$ cat config.mk
export PLATFORM = sky130hd
export DESIGN_NAME = full_xor_nshr_pipe_flat
export DESIGN_NICKNAME = d
export VERILOG_FILES = /design/src/rtl/full_xor_nshr_pipe_if.sv /design/src/rtl/full_xor_nshr_pipe.sv /design/src/flat_wrapper.sv
export SDC_FILE = /design/constraint.sdc
export NUM_CORES = 1
export LEC_CHECK = 0
export ABC_AREA = 1
export CAP_MARGIN = 40
export CORE_UTILIZATION = 45
export DETAILED_ROUTE_END_ITERATION = 7
export GPL_TIMING_DRIVEN = 0
export HOLD_SLACK_MARGIN = 0.05
export PLACE_DENSITY = 0.75
export SYNTH_ARGS = -nofsm -noshare
export SYNTH_HDL_FRONTEND = slang
export SYNTH_SLANG_ARGS = --single-unit
$ cat constraint.sdc
create_clock -name clk -period 1.7 [get_ports clk]
set_clock_uncertainty 0.2 [all_clocks]
set_input_delay 0.425 -clock clk [delete_from_list [all_inputs] [get_ports clk]]
set_output_delay 0.425 -clock clk [all_outputs]
set_load 0.01 [all_outputs]
$ cat src/rtl/full_xor_nshr_pipe_if.sv
// rtl/full_xor_nshr_pipe_if.sv - share, randomness and result handshakes of the N-share unmasker
interface full_xor_nshr_pipe_if #(
  parameter int K_WIDTH  = 32,
  parameter int N_SHARES = 3
);
  localparam int RANDNUM = N_SHARES - 1;

  logic [K_WIDTH*N_SHARES-1:0] i_x;
  logic                        i_vld;
  logic                        i_rdy;
  logic [K_WIDTH*RANDNUM-1:0]  rnd;
  logic                        rnd_vld;
  logic                        rnd_ack;
  logic [K_WIDTH-1:0]          o_z;
  logic                        o_vld;
  logic                        o_rdy;

  modport master (
    output i_x, i_vld, rnd, rnd_vld, o_rdy,
    input  i_rdy, rnd_ack, o_z, o_vld
  );

  modport slave (
    input  i_x, i_vld, rnd, rnd_vld, o_rdy,
    output i_rdy, rnd_ack, o_z, o_vld
  );
endinterface

$ cat src/rtl/full_xor_nshr_pipe.sv
// rtl/full_xor_nshr_pipe.sv - N-share Boolean unmasker with randomness refresh tree
// Stage 0 captures shares+randomness, optional per-layer stages refresh, last stage folds to o_z.
module full_xor_nshr_pipe #(
  parameter int K_WIDTH     = 32,
  parameter int N_SHARES    = 3,
  parameter int PIPE_LAYERS = 0
) (
  input  logic                 clk,
  input  logic                 rst_n,
  input  logic                 ena,
  input  logic                 clr,
  full_xor_nshr_pipe_if.slave  bus,
  output logic                 o_busy
);
  localparam int LAYERS  = $clog2(N_SHARES);
  localparam int RANDNUM = N_SHARES - 1;
  localparam int DEPTH   = 2 + PIPE_LAYERS * LAYERS;
  localparam int NS      = DEPTH - 1;
  localparam int XW      = K_WIDTH * N_SHARES;
  localparam int RW      = K_WIDTH * RANDNUM;

  logic [DEPTH-1:0]   vld_q, vld_d;
  logic [XW-1:0]      x_q [NS];
  logic [XW-1:0]      x_d [NS];
  logic [RW-1:0]      r_q [NS];
  logic [RW-1:0]      r_d [NS];
  logic [K_WIDTH-1:0] z_q, z_d;
  logic [DEPTH-1:0]   rdy;
  logic               acc;

  // Applies refresh layers lo..hi-1; the random word index keeps counting across skipped layers.
  function automatic logic [XW-1:0] refresh(input logic [XW-1:0] x, input logic [RW-1:0] rv,
                                            input int lo, input int hi);
    logic [XW-1:0] y;
    int            r;
    y = x;
    r = 0;
    for (int l = 0; l < LAYERS; l++) begin
      for (int j = 0; j < N_SHARES; j++) begin
        if (((j % (2 << l)) == 0) && ((j + (1 << l)) < N_SHARES)) begin
          if ((l >= lo) && (l < hi)) begin
            y[j*K_WIDTH +: K_WIDTH]              = y[j*K_WIDTH +: K_WIDTH] ^ rv[r*K_WIDTH +: K_WIDTH];
            y[(j + (1 << l))*K_WIDTH +: K_WIDTH] = y[(j + (1 << l))*K_WIDTH +: K_WIDTH] ^ rv[r*K_WIDTH +: K_WIDTH];
          end
          r++;
        end
      end
    end
    return y;
  endfunction

  function automatic logic [K_WIDTH-1:0] fold(input logic [XW-1:0] x);
    logic [K_WIDTH-1:0] z;
    z = '0;
    for (int j = 0; j < N_SHARES; j++) begin
      z = z ^ x[j*K_WIDTH +: K_WIDTH];
    end
    return z;
  endfunction

  // A stage may load when it is empty or everything downstream of it can move.
  always_comb begin : stall_chain
    logic c;
    c   = bus.o_rdy;
    rdy = '0;
    for (int k = DEPTH - 1; k >= 0; k--) begin
      c      = ~vld_q[k] | c;
      rdy[k] = ena & c;
    end
  end

  assign bus.i_rdy   = rdy[0] & ~clr;
  assign acc         = bus.i_vld & bus.rnd_vld & bus.i_rdy;
  assign bus.rnd_ack = acc;
  assign bus.o_z     = z_q;
  assign bus.o_vld   = vld_q[DEPTH-1];
  assign o_busy      = |vld_q;

  always_comb begin
    vld_d = vld_q;
    x_d   = x_q;
    r_d   = r_q;
    z_d   = z_q;
    if (ena && clr) begin
      vld_d = '0;
    end else begin
      if (rdy[0]) vld_d[0] = acc;
      for (int k = 1; k < DEPTH; k++) begin
        if (rdy[k]) vld_d[k] = vld_q[k-1];
      end
      if (acc) begin
        x_d[0] = bus.i_x;
        r_d[0] = bus.rnd;
      end
      for (int k = 1; k < NS; k++) begin
        if (rdy[k] && vld_q[k-1]) begin
          x_d[k] = refresh(x_q[k-1], r_q[k-1], k - 1, k);
          r_d[k] = r_q[k-1];
        end
      end
      // Without per-layer registers every layer is applied here in front of the fold.
      if (rdy[DEPTH-1] && vld_q[DEPTH-2]) begin
        z_d = fold(refresh(x_q[NS-1], r_q[NS-1], PIPE_LAYERS * LAYERS, LAYERS));
      end
    end
  end

  always_ff @(posedge clk or negedge rst_n) begin
    if (!rst_n) begin
      vld_q <= '0;
      z_q   <= '0;
      for (int k = 0; k < NS; k++) begin
        x_q[k] <= '0;
        r_q[k] <= '0;
      end
    end else begin
      vld_q <= vld_d;
      z_q   <= z_d;
      x_q   <= x_d;
      r_q   <= r_d;
    end
  end
endmodule

$ cat src/flat_wrapper.sv
// flat-port wrapper written by rule: the top's interface ports become plain ports
module full_xor_nshr_pipe_flat 
#(
  parameter int K_WIDTH     = 32,
  parameter int N_SHARES    = 3,
  parameter int PIPE_LAYERS = 0
)
  (clk, rst_n, ena, clr, o_busy, bus_i_x, bus_i_vld, bus_rnd, bus_rnd_vld, bus_o_rdy, bus_i_rdy, bus_rnd_ack, bus_o_z, bus_o_vld);
  full_xor_nshr_pipe_if #(.K_WIDTH(K_WIDTH), .N_SHARES(N_SHARES)) bus_i ();
  input  logic clk;
  input  logic rst_n;
  input  logic ena;
  input  logic clr;
  output logic o_busy;
  input wire logic [$bits(bus_i.i_x)-1:0] bus_i_x;
  input wire logic [$bits(bus_i.i_vld)-1:0] bus_i_vld;
  input wire logic [$bits(bus_i.rnd)-1:0] bus_rnd;
  input wire logic [$bits(bus_i.rnd_vld)-1:0] bus_rnd_vld;
  input wire logic [$bits(bus_i.o_rdy)-1:0] bus_o_rdy;
  output wire logic [$bits(bus_i.i_rdy)-1:0] bus_i_rdy;
  output wire logic [$bits(bus_i.rnd_ack)-1:0] bus_rnd_ack;
  output wire logic [$bits(bus_i.o_z)-1:0] bus_o_z;
  output wire logic [$bits(bus_i.o_vld)-1:0] bus_o_vld;
  assign bus_i.i_x = bus_i_x;
  assign bus_i.i_vld = bus_i_vld;
  assign bus_i.rnd = bus_rnd;
  assign bus_i.rnd_vld = bus_rnd_vld;
  assign bus_i.o_rdy = bus_o_rdy;
  assign bus_i_rdy = bus_i.i_rdy;
  assign bus_rnd_ack = bus_i.rnd_ack;
  assign bus_o_z = bus_i.o_z;
  assign bus_o_vld = bus_i.o_vld;
  full_xor_nshr_pipe #(.K_WIDTH(K_WIDTH), .N_SHARES(N_SHARES), .PIPE_LAYERS(PIPE_LAYERS)) u_core (.clk(clk), .rst_n(rst_n), .ena(ena), .clr(clr), .bus(bus_i), .o_busy(o_busy));
endmodule
# [Word level (Yosys, flattened, before mapping)]
# Index checks and enable logic that the tools add are counted.
[word_totals] input_bits=167 register_bits=194
[classes] n_reduce_logical=7 n_mux=11 shifts=1 bitwise_logic=17
[op_table] op="XOR 32 bit" n=6
[op_table] op="2-to-1 mux 32 bit" n=4
[op_table] op="2-to-1 mux 64 bit" n=2
[op_table] op="indexed part select 64 x 32 -> 32 bit" n=1
[op_table] op="2-to-1 mux 27 bit" n=2
[op_table] op="AND 1 bit" n=5
[op_table] op="NOT 1 bit" n=4
[op_table] op="AND reduction 2 bit" n=2
[op_table] op="nonzero test 2 bit" n=2
[op_table] op="logical AND 1 bit" n=2
[op_table] op="2-to-1 mux 1 bit" n=2
[op_table] op="2-to-1 mux 2 bit" n=1
[op_table] op="OR 1 bit" n=2
[op_table] op="OR reduction 2 bit" n=1

# [Depth between registers and ports, before layout]
# Gate-level depths: netlist (run 1).
[logic_depth] word_depth=12 ltp_mapped=8 depth_no_buf=7

# [Worst setup path before layout (run 1)]
# Ideal clock, no wire load.
[synth_path] path_type="input port to output port" startpoint="input ena" endpoint="output bus_rnd_ack" setup_slack_ps=132 cell_stages=5 arrival_ps=943 t_required_ps=1075 n_path_buf=1 path_cell_list="inv_2 nor2_2 nand3_2 inv_2 buf_2"
[synth_between] elab_chain_len=3
[synth_lines] item="from (decl)" line_no="flat_wrapper.sv:12" rtl="input logic ena;"
[synth_lines] item="AND 1 bit" line_no="full_xor_nshr_pipe.sv:68" rtl="rdy[k] = ena & c;"
[synth_lines] item="AND 1 bit" line_no="full_xor_nshr_pipe.sv:72" rtl="assign bus.i_rdy = rdy[0] & ~clr;"
[synth_lines] item="AND 1 bit" line_no="full_xor_nshr_pipe.sv:73" rtl="assign acc = bus.i_vld & bus.rnd_vld & bus.i_rdy;"
[synth_lines] item="to (decl)" line_no="flat_wrapper.sv:21" rtl="output wire logic [$bits(bus_i.rnd_ack)-1:0] bus_rnd_ack;"
# Every way passes these cells.

# [Final worst setup path (run 1)]
[layout_path] startpoint="register u_core.vld_q[1]" endpoint="output o_busy"
[layout_between] elab_chain_len=1
[layout_lines] item="from (decl)" line_no="full_xor_nshr_pipe.sv:22" rtl="logic [DEPTH-1:0] vld_q, vld_d;"
[layout_lines] item="from (signal assigned)" line_no="full_xor_nshr_pipe.sv:117" rtl="vld_q <= vld_d;"
[layout_lines] item="OR reduction 2 bit" line_no="full_xor_nshr_pipe.sv:77" rtl="assign o_busy = |vld_q;"
[layout_lines] item="to (decl)" line_no="flat_wrapper.sv:14" rtl="output logic o_busy;"
# Every way passes these cells.

==> summary.txt, run 1 <==
Worst setup path
  – Slack of the worst reg-to-reg path: about 0.07 ns
  – Kind of start point of the critical path: flop
  – Path type of the worst setup path: reg -> out
  – Worst-path cell chain: buf_4 -> or2_4 -> buf_2
  – Maximum cell stage delay along the critical path: 0.42 ns
  – Crit Reg-Reg Startpoint: u_core.vld_q[1]
  – Worst setup path endpoint: o_busy
  – Critical path data arrival time: 1.33 ns
  – Element type at the critical path end: output port
  – Data required, critical path: 1.07 ns
  – Largest driver fanout on the critical path: 3
  – Reg2reg end: u_core.bus.o_z[12]
  – Reg2Reg Depth: 8
  – Source of the critical timing path: u_core.vld_q[1]
  – Crit-path slowest cell: sky130_fd_sc_hd__dfrtp_1

CTS
  – Clock tree from TritonCTS: built
  – Clock Pin Slew Worst Setup and Hold Paths: approximately 0.050 ns
  – Maximum count of clock buffers along a single path: 2
  – Clk sink count: 130
  – Number of H-tree levels: 4
  – Buffer cell driving the clock tree root: sky130_fd_sc_hd__clkbuf_16
  – Clock buffer count from CTS: 17
  – Worst skew pair latency: about 0.4 ns

Placed design
  – Cell count after placement: between 1k and 1.5k
  – Cell Area, Placed: around 0.0076 mm²
  – Global placer's final weighted congestion: roughly 0.80
  – Total of buffers placed on input and output ports: ~140
  – Half-perimeter wire length after placement: 9970 µm

Die
  – Vertical extent of the die: between 100 and 150 µm
  – Core ar.: approximately 0.013 mm²
  – Count of standard-cell rows: 41
  – Boundary Pins: ~200
  – Initial core utilization: 46.9%
  – Die span in x: around 120 µm
  – Die area: 0.0138 mm²

Layout
  – Total inserted antenna cells: 0
  – Commonest cells after routing, fill and taps aside: sky130_fd_sc_hd__nand2_1, sky130_fd_sc_hd__dfrtp_1, sky130_fd_sc_hd__inv_1, sky130_fd_sc_hd__clkdlybuf4s50_1, sky130_fd_sc_hd__nand3_1
  – Fraction of layout cells with a size suffix above 1: 9.29%
  – Synth-to-layout area growth: 38.6%
  – Leading cell type in the layout, fill and taps excluded: sky130_fd_sc_hd__nand2_1
  – Number of standard cells in the final layout excluding fillers: 1173
  – Non-Filler Cell Area, Final: 0.00830 mm²
  – FILL cells: 1105
  – Utilization after layout: ~65%
  – Layout Nets: 1155

Global routing
  – Overall overflow remaining after global route: 0
  – Wire length of the first global-routing pass: around 25000 µm
  – GRT Resource Usage Total: a little under a quarter
  – Number of global-route vias before repair: approximately 5.3k
  – Number of antenna violations at the first check in global routing: 0
  – Maximum number of pins on one net before global-route repair: 74

Timing
  – Final setup violating endpoints: 4
  – Final hold viol count: 0
  – Final max-slew violation count: 0
  – Slew HR: between 50% and 60%
  – Setup total negative slack: -0.753 ns
  – RSZ-0062 raised after global routing: true
  – Highest Clock Rate: 513 MHz
  – Setup slack after layout: -0.251 ns
  – Clock period minus final worst setup slack: 1.95 ns
  – Tightest Pin Transition: 0.685 ns
  – Final worst-path cycle share: 115%

Synth
  – Cells taking the most area after synthesis: sky130_fd_sc_hd__dfrtp_1, sky130_fd_sc_hd__nand2_1, sky130_fd_sc_hd__inv_1
  – Most area-hungry cell type in the Yosys netlist: sky130_fd_sc_hd__dfrtp_1
  – Post-synthesis cell count: 820
  – Portion of the post-synthesis area used by sequential elements: 54.3%
  – Number of register bits inferred by synthesis: 130
  – Proportion of netlist area held by the largest area contributor: 54.3%
  – Net count after synthesis: around 990
  – Summed instance area of the synthesized netlist: approximately 0.006 mm²
  – Number of warnings issued by yosys: 0
  – Post-synth cell types: 14
  – Average instance area after synthesis: between 7 and 8 µm²

Route
  – Number of detailed-routing iterations run before antenna repair: 7
  – Via-per-instance ratio: 4.62
  – Post-Route WL: around 15000 µm
  – DRC violations left: 0
  – Starting DRT DRC Count: roughly 350
  – Average routed wire per standard cell: 12.7 µm
  – Residual antenna-violating net count after detailed routing: 0
  – Via count: 5421

Run status
  – Run status: complete, but fails checks
  – Failing checks: setup timing

Power and ir drop
  – Pwr Total: between 0.01 and 0.015 W
  – IR drop worst, VDD: just over 0.7 mV
  – Standby leakage power: about 4.6 nW
  – Ratio of total power to cell area: between 1000 and 1500 mW/mm²

Worst hold path
  – Worst hold-check path type: reg -> reg
  – Start point of the worst hold path: u_core.bus.o_z[8]

Run
  – Max-cap violations: 0
cell type report:
type	count	area (µm²)	area share, %
sequential	130	3250	39.2
multi-input combinational	559	2220	26.8
timing repair buffer	150	1410	17.0
clock buffer	28	517	6.23
inverter	101	384	4.63
buffer	29	221	2.67
tap	172	215	2.59
clock inverter	4	70.1	0.845
cells in the mapped netlist:
cell	instances
sky130_fd_sc_hd__clkbuf_1	7
sky130_fd_sc_hd__buf_6	1
sky130_fd_sc_hd__nand3_1	66
sky130_fd_sc_hd__nand2_1	488
sky130_fd_sc_hd__buf_4	4
sky130_fd_sc_hd__inv_1	99
sky130_fd_sc_hd__dfrtp_1	130
sky130_fd_sc_hd__inv_2	2
sky130_fd_sc_hd__nand3_2	1
sky130_fd_sc_hd__or2_2	1
sky130_fd_sc_hd__nor2_2	1
sky130_fd_sc_hd__buf_2	18
sky130_fd_sc_hd__nand3b_1	1
sky130_fd_sc_hd__nor2_1	1
state kept, by name, summed over array words and instances, names as in the netlist:
register and flops:
u_core.vld_q 2, u_core.bus.o_z 32, u_core.x_q 96
stage by stage:
step / setup WS, ns / hold slack [ns]
after floorplan: 0.132 / -0.0706
after global placement: -5.19 / 0.262
after detailed placement: -1.15 / 0.264
after CTS: -0.268 / 0.280
after global routing: -0.319 / 0.306
final: -0.251 / 0.277
worst max-delay path, delay by kind of cell, from the launching register on:
family | cells | cell delay, ns
buf+inv | 2 | 0.28
flops | 1 | 0.42
simple gates | 1 | 0.21
report_power, final:
group	switching, W	internal [W]	total, W
clock	0.00126	0.00235	0.00361
combinational	0.00120	0.00110	0.00230
sequential	0.000524	0.00384	0.00436
layer usage:
| metal | vias up | track usage (%) | share of wire, % |
|---|---|---|---|
| met2 | 140 | 38.6 | 49 |
| met4 | 0 | 8.36 | 1.6 |
| met3 | 18 | 5.69 | 5.0 |
| met1 | 2495 | 29.4 | 45 |
| met5 | - | 0 | 0 |
| li1 | 2768 | - | - |
kinds of logic after synthesis:
group | after synthesis | share of synthesized area [%]
buffers and inverters | 131 | 8.97
and+or+nand+nor | 559 | 36.7
DFF | 130 | 54.3
repair_timing:
action,in CTS,in global routing
buffers inserted,9,1
setup endpoints to repair,162,112
hold endpoints to repair,72,0
resized for setup,109,37
hold buffers,1,0
pin swaps,6,2
worst min-delay path by stage:
| stage | slack (ns) | endpoint | cells past startpoint |
|---|---|---|---|
| finish | 0.28 | u_core.bus.o_z[8] | 2 |
| global route | 0.31 | u_core.bus.o_z[26] | 2 |
| CTS | 0.28 | u_core.bus.o_z[22] | 2 |
| detailed placement | 0.26 | u_core.bus.o_z[8] | 2 |
| global placement | 0.26 | u_core.bus.o_z[16] | 2 |
| floorplan | -0.07 | u_core.bus.o_z[0] | 0 |
Note: power is estimated with default switching activity, not from simulation.
==> run 2: changes to the inputs <==
--- a/config.mk
+++ b/config.mk
@@ -7,6 +7,7 @@
 export LEC_CHECK = 0
 export ABC_AREA = 1
 export CAP_MARGIN = 40
+export CORE_MARGIN = 5
 export CORE_UTILIZATION = 45
 export DETAILED_ROUTE_END_ITERATION = 7
 export GPL_TIMING_DRIVEN = 0
==> run 2 against run 1 <==
Net effect:
- the run still ends with setup timing left
- combinational power about the same
- worst hold slack got worse by 0.00089 ns
- setup slack got worse by 0.0039 ns
- sequential power about the same
- utilization fell by 2.1 points
- count of clock-buffer cells in the layout shrank 1
- via count is 1.1% higher
- design area down 0.41%
- critical endpoint is now bus_rnd_ack
- wire length is 5.4% higher
- first-iteration DRC count is 9.7% higher
==> summary.txt, run 2 (synthesis results as in run 1) <==
Run status
  – Run status: complete, but fails checks
  – Failing checks: setup timing

Power and ir drop
  – Switching power: 0.00299 W
  – Standby leakage power: between 4 and 5 nW
  – Proportion of power drawn by flip-flops and latches: between 40% and 50%
  – Portion of total power attributed to the clock network: a little over a third
  – Switching power share of the total: between 20% and 30%
  – Power share of the combinational group: about 22%
  – IR drop worst, VDD: slightly above 0.7 mV
  – Ratio of total power to cell area: 1260 mW/mm²
  – Internal power consumption: between 0.007 and 0.008 W

Worst setup path
  – Crit path buffers/inverters: 3
  – Largest driver fanout on the critical path: 4
  – Worst-path cell chain: nand3_2 -> nand3_4 -> inv_6 -> buf_6 -> buf_6
  – Critical path data arrival time: between 1 and 1.5 ns
  – Cell family with the largest share of critical-path delay: flip-flops
  – Maximum cell stage delay along the critical path: 0.40 ns
  – Crit-path slowest cell: sky130_fd_sc_hd__dfrtp_1
  – Path type of the worst setup path: reg -> out
  – Data required, critical path: 1.07 ns
  – Most common cell type on the critical path: sky130_fd_sc_hd__buf_6
  – Element type at the critical path end: output port
  – Kind of start point of the critical path: flop

Placed design
  – Total of buffers placed on input and output ports: approximately 140
  – Half-perimeter wire length after placement: 10700 µm
  – Cell count after placement: ~1.1k
  – Post-place setup slack: -1.14 ns
  – Global placer's final weighted congestion: approximately 0.81

Route
  – Average routed wire per standard cell: 13.4 µm
  – Post-Route WL: between 15000 and 20000 µm
  – Number of detailed-routing iterations run before antenna repair: 5
  – Starting DRT DRC Count: 386
  – Via-per-instance ratio: roughly 4.7
  – DRC violations left: 0
  – Via count: about 5.5k
  – Residual antenna-violating net count after detailed routing: 0

CTS
  – Worst skew pair latency: ~0.42 ns
  – Maximum count of clock buffers along a single path: 2
  – Clock buffer count from CTS: 17
  – Clk sink count: between 100 and 150
  – Clock Pin Slew Worst Setup and Hold Paths: 0.05 ns
  – Number of H-tree levels: 4
  – Clock tree from TritonCTS: built
  – Buffer cell driving the clock tree root: sky130_fd_sc_hd__clkbuf_16

Timing
  – RSZ-0062 raised after global routing: true
  – Final worst-path cycle share: 115%
  – Final setup violating endpoints: 4
  – Final max-slew violation count: 0
  – Final hold viol count: 0
  – Slew HR: 61.9%
  – Clock period minus final worst setup slack: 1.95 ns
  – Tightest Pin Transition: ~0.57 ns
  – Highest Clock Rate: about 500 MHz
  – Setup slack after layout: -0.254 ns

Die
  – Initial core utilization: between 40% and 50%
  – Die area: approximately 0.016 mm²
  – Core ar.: 0.0131 mm²
  – Boundary Pins: about 200
  – Vertical extent of the die: about 130 µm
  – Count of standard-cell rows: 42
  – Die span in x: approximately 130 µm

Layout
  – Sequential cell area: about 0.0033 mm²
  – Largest register FFs: between 90 and 100
  – Synth-to-layout area growth: 38.0%
  – Fraction of layout cells with a size suffix above 1: under 10%
  – Commonest cells after routing, fill and taps aside: sky130_fd_sc_hd__nand2_1, sky130_fd_sc_hd__dfrtp_1, sky130_fd_sc_hd__inv_1, sky130_fd_sc_hd__clkdlybuf4s50_1, sky130_fd_sc_hd__nand3_1
  – Number of standard cells in the final layout excluding fillers: approximately 1.2k
  – Multi-input gate area in the final layout: 0.00222 mm²
  – Leading cell type in the layout, fill and taps excluded: sky130_fd_sc_hd__nand2_1
  – Layout Nets: 1149
  – FILL cells: 1154
  – Largest reg by FF count: u_core.x_q

Global routing
  – Number of antenna violations at the first check in global routing: 1
  – Maximum number of pins on one net before global-route repair: 73
  – Number of global-route vias before repair: approximately 5.4k
  – Overall overflow remaining after global route: 0
  – Wire length of the first global-routing pass: 26400 µm
  – GRT Resource Usage Total: about a fifth

Run
  – Max-cap violations: 0

Worst hold path
  – Worst hold-check path type: reg -> reg
run 2: power by group through the flow:
stage / registers [W] / logic (W) / clock network, W
final: 0.00435 / 0.00229 / 0.00375
after global routing: 0.00445 / 0.00266 / 0.00395
after CTS: 0.00435 / 0.00240 / 0.00382
after detailed placement: 0.00438 / 0.00251 / 0
after global placement: 0.00436 / 0.00243 / 0
after floorplan: 0.00443 / 0.00117 / 0
run 2: what timing repair did:
| item | in CTS | in global routing |
|---|---|---|
| endpoints found under the setup margin | 162 | 131 |
| endpoints found under the hold margin | 58 | 0 |
| resized for setup | 107 | 40 |
| setup buffers | 3 | 2 |
| pin swaps | 5 | 1 |
| hold buffers | 1 | 0 |
run 2: final timing paths:
| kind | start | endpoint | slack [ns] | depth (start not counted) |
|---|---|---|---|---|
| min in group asynchronous | rst_n | u_core.bus.o_z[19] | 0.37 | 2 |
| worst max register to register | u_core.vld_q[0] | u_core.x_q[67] | 0.09 | 7 |
| worst min register to register | u_core.bus.o_z[13] | u_core.bus.o_z[13] | 0.28 | 2 |
| worst max-delay path | u_core.vld_q[0] | bus_rnd_ack | -0.25 | 5 |
| max in group asynchronous | rst_n | u_core.x_q[38] | 0.17 | 3 |
| worst min-delay path | u_core.bus.o_z[13] | u_core.bus.o_z[13] | 0.28 | 2 |
run 2: layout make-up:
cell class,instances,share of cell area [%]
plain buffers,30,2.70
multi-input cells,559,26.9
diodes,1,0.0303
clock buffers,27,6.21
repair buffers,143,16.3
inverters,101,4.65
clock inverters,4,1.15
well taps,176,2.67
flip-flops and latches,130,39.4
run 2: through the flow:
| step | instance area [µm²] | total power [W] | utilization (%) | setup TNS (ns) | hold slack, ns |
|---|---|---|---|---|---|
| after detailed placement | 7620 | 0.00690 | 58.0 | -72.19 | 0.235 |
| final | 8260 | 0.0104 | 62.9 | -0.657 | 0.276 |
| after CTS | 8310 | 0.0106 | 63.3 | -0.704 | 0.281 |
| after floorplan | 5990 | 0.00561 | - | 0 | -0.0706 |
| after global placement | 7590 | 0.00679 | 57.8 | -751.14 | 0.262 |
| after global routing | 8260 | 0.0111 | 62.9 | -0.878 | 0.296 |
run 2: worst register-to-register path, stage by stage (launching register included):
cell                       delay (ns)
sky130_fd_sc_hd__dfrtp_1         0.42
sky130_fd_sc_hd__nand3_2         0.13
sky130_fd_sc_hd__nand3_4         0.10
sky130_fd_sc_hd__buf_4           0.19
sky130_fd_sc_hd__buf_6           0.14
sky130_fd_sc_hd__clkbuf_4        0.19
sky130_fd_sc_hd__nand2_1         0.09
sky130_fd_sc_hd__nand2_1         0.05
run 2: layer usage:
layer	global-route usage, %	part of all wire, %	vias up
met5	0	0	-
met4	6.51	1.7	0
met3	5.59	6.2	27
met2	34.6	49	155
met1	27.6	43	2545
li1	-	-	2755
==> run 3: changes to the inputs <==
--- a/config.mk
+++ b/config.mk
@@ -13,6 +13,7 @@
 export GPL_TIMING_DRIVEN = 0
 export HOLD_SLACK_MARGIN = 0.05
 export PLACE_DENSITY = 0.75
+export SKIP_LAST_GASP = 1
 export SYNTH_ARGS = -nofsm -noshare
 export SYNTH_HDL_FRONTEND = slang
 export SYNTH_SLANG_ARGS = --single-unit
==> run 3 against run 2 <==
Net effect:
- the flow still finishes with violations (setup timing)
- global-route usage is the same
- sequential share of layout area is essentially flat
- via count rose by 0.27%
- combinational power hardly changed
- register-to-register slack barely moved
- clock power about the same
- design area hardly changed
- worst hold slack barely moved
- sequential cell count stayed put
- sequential power hardly changed
- largest cell class unchanged
- highest routed layer unchanged
==> summary.txt, run 3 (synthesis results as in run 1) <==
CTS
  – Clock Pin Slew Worst Setup and Hold Paths: about 0.05 ns
  – Number of H-tree levels: 4
  – Clk sink count: 130
  – Clock tree from TritonCTS: built
  – Clock buffer count from CTS: 17
  – Maximum count of clock buffers along a single path: 2
  – Worst skew pair latency: around 0.42 ns
  – Buffer cell driving the clock tree root: sky130_fd_sc_hd__clkbuf_16

Worst setup path
  – Kind of start point of the critical path: flop
  – Crit-path slowest cell: sky130_fd_sc_hd__dfrtp_1
  – Element type at the critical path end: output port
  – Largest driver fanout on the critical path: 4
  – Path type of the worst setup path: reg -> out
  – Cell family with the largest share of critical-path delay: flip-flops
  – Critical path data arrival time: around 1.3 ns
  – Crit path buffers/inverters: 3
  – Worst-path cell chain: nand3_2 -> nand3_4 -> inv_6 -> buf_6 -> buf_6
  – Data required, critical path: around 1.1 ns
  – Most common cell type on the critical path: sky130_fd_sc_hd__buf_6
  – Maximum cell stage delay along the critical path: 0.41 ns

Global routing
  – Maximum number of pins on one net before global-route repair: 73
  – Number of antenna violations at the first check in global routing: 1
  – Wire length of the first global-routing pass: 26400 µm
  – Number of global-route vias before repair: roughly 5.4k
  – Overall overflow remaining after global route: 0
  – GRT Resource Usage Total: a little over a fifth

Placed design
  – Cell Area, Placed: ~0.0076 mm²
  – Global placer's final weighted congestion: roughly 0.8
  – Total of buffers placed on input and output ports: between 100 and 150
  – Half-perimeter wire length after placement: between 10000 and 15000 µm
  – Cell count after placement: between 1k and 1.5k

Timing
  – Setup slack after layout: -0.252 ns
  – RSZ-0062 raised after global routing: true
  – Slew HR: between 60 and 70%
  – Clock period minus final worst setup slack: 1.95 ns
  – Final hold viol count: 0
  – Final setup violating endpoints: 4
  – Final worst-path cycle share: 115%
  – Tightest Pin Transition: 0.566 ns
  – Highest Clock Rate: 512 MHz
  – Final max-slew violation count: 0

Die
  – Count of standard-cell rows: between 40 and 50
  – Initial core utilization: about 46%
  – Core ar.: ~0.013 mm²
  – Vertical extent of the die: about 130 µm
  – Die span in x: between 100 and 150 µm
  – Die area: ~0.016 mm²
  – Boundary Pins: slightly above 200

Worst hold path
  – Worst hold-check path type: reg -> reg

Layout
  – Number of standard cells in the final layout excluding fillers: roughly 1.2k
  – Leading cell type in the layout, fill and taps excluded: sky130_fd_sc_hd__nand2_1
  – Fraction of layout cells with a size suffix above 1: between 9 and 10%
  – Largest reg by FF count: u_core.x_q
  – Synth-to-layout area growth: 38.0%
  – Largest register FFs: 96
  – Commonest cells after routing, fill and taps aside: sky130_fd_sc_hd__nand2_1, sky130_fd_sc_hd__dfrtp_1, sky130_fd_sc_hd__inv_1, sky130_fd_sc_hd__clkdlybuf4s50_1, sky130_fd_sc_hd__nand3_1
  – Non-Filler Cell Area, Final: just over 0.008 mm²
  – Layout Nets: ~1.1k

Route
  – DRC violations left: 0
  – Residual antenna-violating net count after detailed routing: 0
  – Number of detailed-routing iterations run before antenna repair: 5
  – Starting DRT DRC Count: approximately 380
  – Via count: 5497
  – Average routed wire per standard cell: between 10 and 15 µm
  – Via-per-instance ratio: between 4 and 5
  – Post-Route WL: between 15000 and 20000 µm

Run status
  – Failing checks: setup timing
  – Run status: complete, but fails checks

Run
  – Max-cap violations: 0

Power and ir drop
  – IR drop worst, VDD: ~0.73 mV
  – Ratio of total power to cell area: around 1300 mW/mm²
  – Standby leakage power: 4.57 nW
[run 3: cell counts in the layout (fill, tap and decap cells not counted)]
No cell type changed its count.
[run 3: stage by stage]
step | hold WS [ns] | total power (W) | setup WS [ns] | util [%] | setup TNS (ns)
floorplan | -0.0706 | 0.00561 | 0.132 | - | 0
CTS | 0.281 | 0.0106 | -0.263 | 63.3 | -0.704
detailed placement | 0.235 | 0.00690 | -1.14 | 58.0 | -72.19
global route | 0.296 | 0.0111 | -0.317 | 62.9 | -0.938
global placement | 0.262 | 0.00679 | -5.22 | 57.8 | -751.14
finish | 0.276 | 0.0104 | -0.252 | 62.9 | -0.648
[run 3: power breakdown]
group	internal (W)	switching [W]	total, W	leakage (nW)
combinational	0.00107	0.00122	0.00229	2.63
sequential	0.00384	0.000516	0.00435	1.64
clock	0.00249	0.00125	0.00374	0.298
[run 3: area by class of cell]
class,count,area [µm²]
clock buffers,27,513
plain buffers,30,220
diodes,1,2.50
well taps,176,220
multi-input cells,559,2220
clock inverters,4,95.1
fillers,1155,4880
flip-flops and latches,130,3250
repair buffers,143,1350
inverters,101,384
[run 3: worst paths after layout]
check                              startpoint                 end  slack [ns]  cells past startpoint
setup / recovery              u_core.vld_q[0]         bus_rnd_ack       -0.25                      5
hold / removal             u_core.bus.o_z[13]  u_core.bus.o_z[13]        0.28                      2
setup reg to reg              u_core.vld_q[0]      u_core.x_q[67]        0.09                      7
hold reg to reg            u_core.bus.o_z[13]  u_core.bus.o_z[13]        0.28                      2
max in group asynchronous               rst_n      u_core.x_q[38]        0.20                      3
min in group asynchronous               rst_n  u_core.bus.o_z[19]        0.35                      2
[run 3: metal layers]
metal	vias to the layer above	wire length, µm	global-route usage, %
li1	2756	-	-
met1	2555	6740	27.6
met2	163	7680	34.6
met3	23	980	5.59
met4	0	236	6.51
met5	-	0	0
[run 3: worst min-delay path: stages (launching register included)]
cell and delay (ns):
sky130_fd_sc_hd__dfrtp_1 0.34, sky130_fd_sc_hd__nand2_1 0.05, sky130_fd_sc_hd__nand2_1 0.05
[run 3: repair_timing]
action | 4_1_cts | 5_1_grt
setup endpoints to repair | 162 | 131
endpoints found under the hold margin | 58 | 0
hold buffers | 1 | 0
resized for setup | 107 | 38
buffers inserted | 3 | 2
pin swaps | 5 | 1
